$ cat src/rtl/regfile_wb_scheduler.sv
// Round-robin writeback arbiter (ALU vs load) onto the single register-file write port, plus pending-write scoreboard.
// Write port is registered (1 cycle after grant); requesters see combinational ready, decode sees combinational issue_ready.
module regfile_wb_scheduler #(
  parameter int XLEN = 64,
  parameter int NREG = 32,
  parameter int AW   = $clog2(NREG)
) (
  input  logic            clk,
  input  logic            reset,

  input  logic            issue_valid,
  input  logic            issue_has_rd,
  input  logic [AW-1:0]   issue_rd,
  input  logic [AW-1:0]   issue_rs1,
  input  logic [AW-1:0]   issue_rs2,
  output logic            issue_ready,

  input  logic            alu_wb_valid,
  input  logic [AW-1:0]   alu_wb_rd,
  input  logic [XLEN-1:0] alu_wb_data,
  output logic            alu_wb_ready,

  input  logic            mem_wb_valid,
  input  logic [AW-1:0]   mem_wb_rd,
  input  logic [XLEN-1:0] mem_wb_data,
  output logic            mem_wb_ready,

  output logic            rf_we,
  output logic [AW-1:0]   rf_rd_addr,
  output logic [XLEN-1:0] rf_write_data,
  output logic [NREG-1:0] pending
);

  logic            prio;
  logic            alu_grant;
  logic            mem_grant;
  logic            issue_fire;
  logic [NREG-1:0] pending_nxt;

  // prio = 0 favours the ALU when both requesters are valid
  always_comb begin
    alu_grant = alu_wb_valid & (~mem_wb_valid | ~prio);
    mem_grant = mem_wb_valid & (~alu_wb_valid | prio);
  end

  assign alu_wb_ready = alu_grant;
  assign mem_wb_ready = mem_grant;

  assign issue_ready = ~(pending[issue_rs1] | pending[issue_rs2] |
                         (issue_has_rd & pending[issue_rd]));
  assign issue_fire  = issue_valid & issue_ready;

  // Clear from the staged write first so a same-cycle issue to that rd wins.
  always_comb begin
    pending_nxt = pending;
    if (rf_we) begin
      pending_nxt[rf_rd_addr] = 1'b0;
    end
    if (issue_fire && issue_has_rd && (issue_rd != '0)) begin
      pending_nxt[issue_rd] = 1'b1;
    end
    pending_nxt[0] = 1'b0;
  end

  always_ff @(posedge clk or negedge reset) begin
    if (!reset) begin
      pending       <= '0;
      prio          <= 1'b0;
      rf_we         <= 1'b0;
      rf_rd_addr    <= '0;
      rf_write_data <= '0;
    end else begin
      pending <= pending_nxt;
      if (alu_grant) begin
        prio          <= 1'b1;
        rf_we         <= (alu_wb_rd != '0);
        rf_rd_addr    <= alu_wb_rd;
        rf_write_data <= alu_wb_data;
      end else if (mem_grant) begin
        prio          <= 1'b0;
        rf_we         <= (mem_wb_rd != '0);
        rf_rd_addr    <= mem_wb_rd;
        rf_write_data <= mem_wb_data;
      end else begin
        rf_we <= 1'b0;
      end
    end
  end

endmodule

$ cat config.mk
export PLATFORM = sky130hd
export DESIGN_NAME = regfile_wb_scheduler
export DESIGN_NICKNAME = d
export VERILOG_FILES = /design/src/rtl/regfile_wb_scheduler.sv
export SDC_FILE = /design/constraint.sdc
export NUM_CORES = 1
export LEC_CHECK = 0
export ABC_AREA = 1
export BUFFER_PORTS_ARGS = -buffer_cell sky130_fd_sc_hd__buf_4
export CAP_MARGIN = 20
export CORE_UTILIZATION = 52
export DETAILED_ROUTE_END_ITERATION = 6
export PLACE_DENSITY = 0.87
export SETUP_SLACK_MARGIN = 0.05
export SYNTH_ARGS = -nofsm -noshare
export SYNTH_HDL_FRONTEND = slang
export SYNTH_SLANG_ARGS = --single-unit
$ cat constraint.sdc
create_clock -name clk -period 3.44 [get_ports clk]
set_clock_uncertainty 0.2 [all_clocks]
set_input_delay 0.688 -clock clk [delete_from_list [all_inputs] [get_ports clk]]
set_output_delay 0.688 -clock clk [all_outputs]
set_load 0.01 [all_outputs]
After elaboration in Yosys (flattened, before gate mapping)
Index checks and enable logic that the tools add are counted.

storage, ports and cells
  output and inout port bits = 105
  word-level logic and storage cells = 54
  bits in registers = 102

cells by class
  order comparisons = 6
  bitwise logic cells = 15
  muxes and demuxes = 20
  reduce and logical (&&, ||, !) cells = 8

operators with widths
  operator                                                                      count
  64-bit two-way mux                                                            2
  32-bit two-way mux                                                            2
  32-bit AND                                                                    1
  32-bit NOT                                                                    1
  32-bit bitwise OR                                                             1
  5-bit by 6-bit less-than comparator with 1-bit output, second input constant  4
  1-bit binary-select mux with 5-bit select                                     3
  5-bit nonzero test                                                            3
  1-bit demux with 5-bit select                                                 2
  5-bit by 1-bit >= comparator with 1-bit output, second input constant         2
  5-bit two-way mux                                                             2
  1-bit two-way mux                                                             9
  1-bit AND                                                                     4
  1-bit logical AND                                                             4
  1-bit NOT                                                                     4
  1-bit bitwise OR                                                              4
  2-bit nonzero test                                                            1

Logic depth before layout (Yosys ltp)
  depth in word-level cells = 9
  depth in mapped cells = 15

Least setup slack after synthesis
Ideal clock, no wire load.

  path type = input to output
  start point = input port issue_rs2[0]
  end point = output port issue_ready
  buffers on the path = 3
  slack = 816 ps
  required time = 2552 ps
  arrival = 1736 ps
  cell stages on the path = 12
  cells stage by stage = buf_6 buf_4 nand2_1 nand3_1 nand3_1 nand2_1 nand2_1 nand3_1 nand2_1 nand2_2 nor2_4 buf_6

between the ends
  longest elaborated chain between the ends = 5

ends and longest elaborated chain
  item                                       RTL line  text
  start: declaration                         15        input logic [AW-1:0] issue_rs2,
  1-bit binary-select mux with 5-bit select  49        assign issue_ready = ~(pending[issue_rs1] | pending[issue_rs2] |
  1-bit two-way mux (not written as such)    49
  1-bit bitwise OR (2 in series)             49
  1-bit NOT                                  49
  end: declaration                           16        output logic issue_ready,

No other way between the ends. The select of a mux whose other input is x is not followed.

Worst setup path in the final report
  start point = input port issue_rs1[0]
  end point = output port issue_ready

between the ends
  longest elaborated chain between the ends = 5

ends and longest elaborated chain
  item                                       RTL line  text
  start: declaration                         14        input logic [AW-1:0] issue_rs1,
  1-bit binary-select mux with 5-bit select  49
  1-bit two-way mux (not written as such)    49
  1-bit bitwise OR (2 in series)             49
  1-bit NOT                                  49

No other way between the ends. The select of a mux whose other input is x is not followed.

==> summary.md <==
| Metric | Value |
|---|---|
| Iteration-0 DRC Markers | 622 |
| Placed insts | 1204 |
| Crit-path max FO | 20 |
| Share of cells above drive strength 1 | 28.1% |
| Delay-heaviest family, CP | simple AND/OR/NAND/NOR gates |
| DR WL/cell | 17.3 microns |
| WL final | 21.1 mm |
| Die width | 109 microns |
| Type of origin of the critical path | input pin |
| Sequential area share after synthesis | 42.8% |
| # diodes | 0 |
| Post-route DRC | 0 |
| Die span in y | 109 microns |
| Synthesized instance count | 844 |
| CTS resizes | 0 |
| Crit-path cells | buf_4 > inv_1 > or2_2 > nand2_1 > nand3_1 > nand3_1 > nand3_1 > nand2_1 > nand2_2 > nor2_4 > buf_4 |
| Crit-path max cell delay | 0.31 ns |
| Final worst setup slack | 0.556 ns |
| Fin area | 8250 sq um |
| Final nets | 1234 |
| Period utilisation layout | 83.8% |
| Total GRT Usage | 35.3% |
| Clk slew on worst S/H paths | 0.08 ns |
| Sum of negative setup slack | 0 ns |
| Worst-Margin Slew | 0.741 ns |
| HP Class | in2async |
| Post-DR vias/cell | 5.43 |
| Worst Setup End Kind | output port |
| Vias | 6619 |
| Clock sink count | 102 |
| Largest cells by area after synthesis | dfrtp_1 43%, nand2_1 10%, o21ai_0 9.7%, inv_1 7.7%, nand3_1 7.6% |
| Area of the multi-input gates | 2670 sq um |
| Dpl hpwl | 15.8 mm |
| Leak Pwr | 4.33 nW |
| Largest net degree at the start of global routing | 75 |
| Post-synthesis instance area | 5960 sq um |
| YS warnings | 0 |
| Async set-reset flop share out of synthesis | 100% |
| Pwr per Cell Area | 571 nW/um^2 |
| Minimum clock period | 2.88 ns |
| EDFF count, synth | 0 |
| # port buffers | 262 |
| Commonest non-fill, non-tap cell in the layout | buf_4 |
| Synth Flop Type | dfrtp_1 |
| Floorplan row count | 38 |
| FF+latch count, synth | 102 |
| Grt total ovfl | 0 |
| Crit path arrival time | 2.00 ns |
| Pre-CTS WS | 0.562 ns |
| Area leader, netlist | dfrtp_1 |
| Peak supply drop | 355 uV |
| Register area | 2550 sq um |
| DRT Pass-1 Iters | 7 |
| Setup Viol. Count Final | 0 |
| Comb pwr share | 36.2% |
| Fill cell count | 911 |
| Top-area cell type share of the netlist area | 42.8% |
| Data required, critical path | 2.55 ns |
| Fmax | 347 MHz |
| Clk root buf | clkbuf_16 |
| Placed Area | 7920 sq um |
| First-pass GRT wire length | 31.5 mm |
| Initial core utilization | 54.3% |
| H-tree levels | 3 |
| Count of cell types in the netlist | 26 |
| Worst reg-to-reg path cell count | 11 |
| Vias in the first global route | 6157 |
| Clock power frac | 23.3% |
| Routability cong. | 1.03 |
| CTS Buffer Depth | 2 |
| TritonCTS clock tree | yes |
| Layout area overhead | 38.4% |
| Fin. max-slew vios | 0 |
| NetSw | 0.00186 W |
| Pint | 0.00285 W |
| Sequential power share | 40.4% |
| Net count after synthesis | 1003 |
| Total of max-cap violations | 0 |
| Clock Latency Late Sink | 0.34 ns |
| Hold Fails Final Rpt | 0 |
| Final Power | 0.00471 W |
| Worst r2r src | pending[15] |
| Switching part of the total | 39.6% |
| Setup bufs post-CTS | 0 |
| Core ar. | 11000 sq um |
| Status | complete, no violations |
| I/O Pins | 264 |
| Unrepaired setup endpoints after global routing | no |
| Relative max-transition margin | 50.6% |
| Die ar. | 11900 sq um |
| Critical-path top delay cell | or2_2 |
| Antenna-violating nets left | 0 |
| CP bufs+invs | 3 |
| Crit. Startpoint | issue_rs1[0] |
| CTS buffer count | 9 |
| Syn avg cell area | 7.06 sq um |
| Antenna violations before repair | 0 |
| Most Frequent Cell on Critical Path | nand3_1 |
| Most frequent cells in the layout | 266 x buf_4, 163 x nand2_1, 122 x inv_1 |
| CP Class | in2out |
| Fin cells | 1220 |
| Hold Buf Count CTS | 0 |
| Crit. path cell count | 11 |
[sequential cells by signal (all words and copies together), names as in the netlist]
signal,cells
rf_we,1
rf_write_data,64
pending,31
prio,1
rf_rd_addr,5
[Yosys cell counts (2+ instances only)]
cell type	instances
buf_4	3
nand3_1	90
o22ai_1	64
nor2_1	103
inv_1	123
o21ai_0	116
dfrtp_1	102
clkbuf_1	30
buf_2	5
o211ai_1	2
o21ai_1	3
buf_6	10
nand2_1	164
nor3_1	8
nand3_2	9
or2_2	2
[through the flow]
stage | util (%) | hold slack (ns)
3_3_place_gp | 72.1 | 0.269
4_1_cts | 75.1 | 0.231
5_1_grt | 75.1 | 0.257
6_report | 75.1 | 0.196
2_1_floorplan | - | 0.192
3_5_place_dp | 72.1 | 0.281
[kinds of logic after synthesis]
kind of cell / share of synthesized area (%)
simple gates: 27.2
compound gates: 17.4
buf+inv: 12.6
flops: 42.8
other cells: 0.0629
[layer usage]
layer	GRT usage (%)	part of all wire (%)
met4	17.9	4.1
met3	8.13	8.1
met5	0	0
met1	43.9	39
met2	57.4	48
[power groups by stage]
stage	logic (W)	registers, W	clock network (W)
after global placement	0.00166	0.00190	0
after detailed placement	0.00169	0.00191	0
after floorplan	0.000746	0.00186	0
after global routing	0.00189	0.00193	0.00115
final	0.00171	0.00191	0.00110
after CTS	0.00170	0.00189	0.00111
[final timing paths]
| kind | end | slack (ns) |
|---|---|---|
| max | issue_ready | 0.56 |
| min | rf_write_data[54] | 0.20 |
| max reg2reg | pending[8] | 1.30 |
| min reg2reg | prio | 0.31 |
| max in group asynchronous | rf_write_data[37] | 2.14 |
| min in group clk | prio | 0.31 |
[area by class of cell]
type | instances | area share (%)
flip-flops and latches | 102 | 30.9
multi-input cells | 568 | 32.3
clock buffers | 9 | 2.73
well taps | 140 | 2.12
inverters | 125 | 5.72
clock inverters | 7 | 1.24
repair buffers | 269 | 24.9
(Power assumes the default switching activity.)
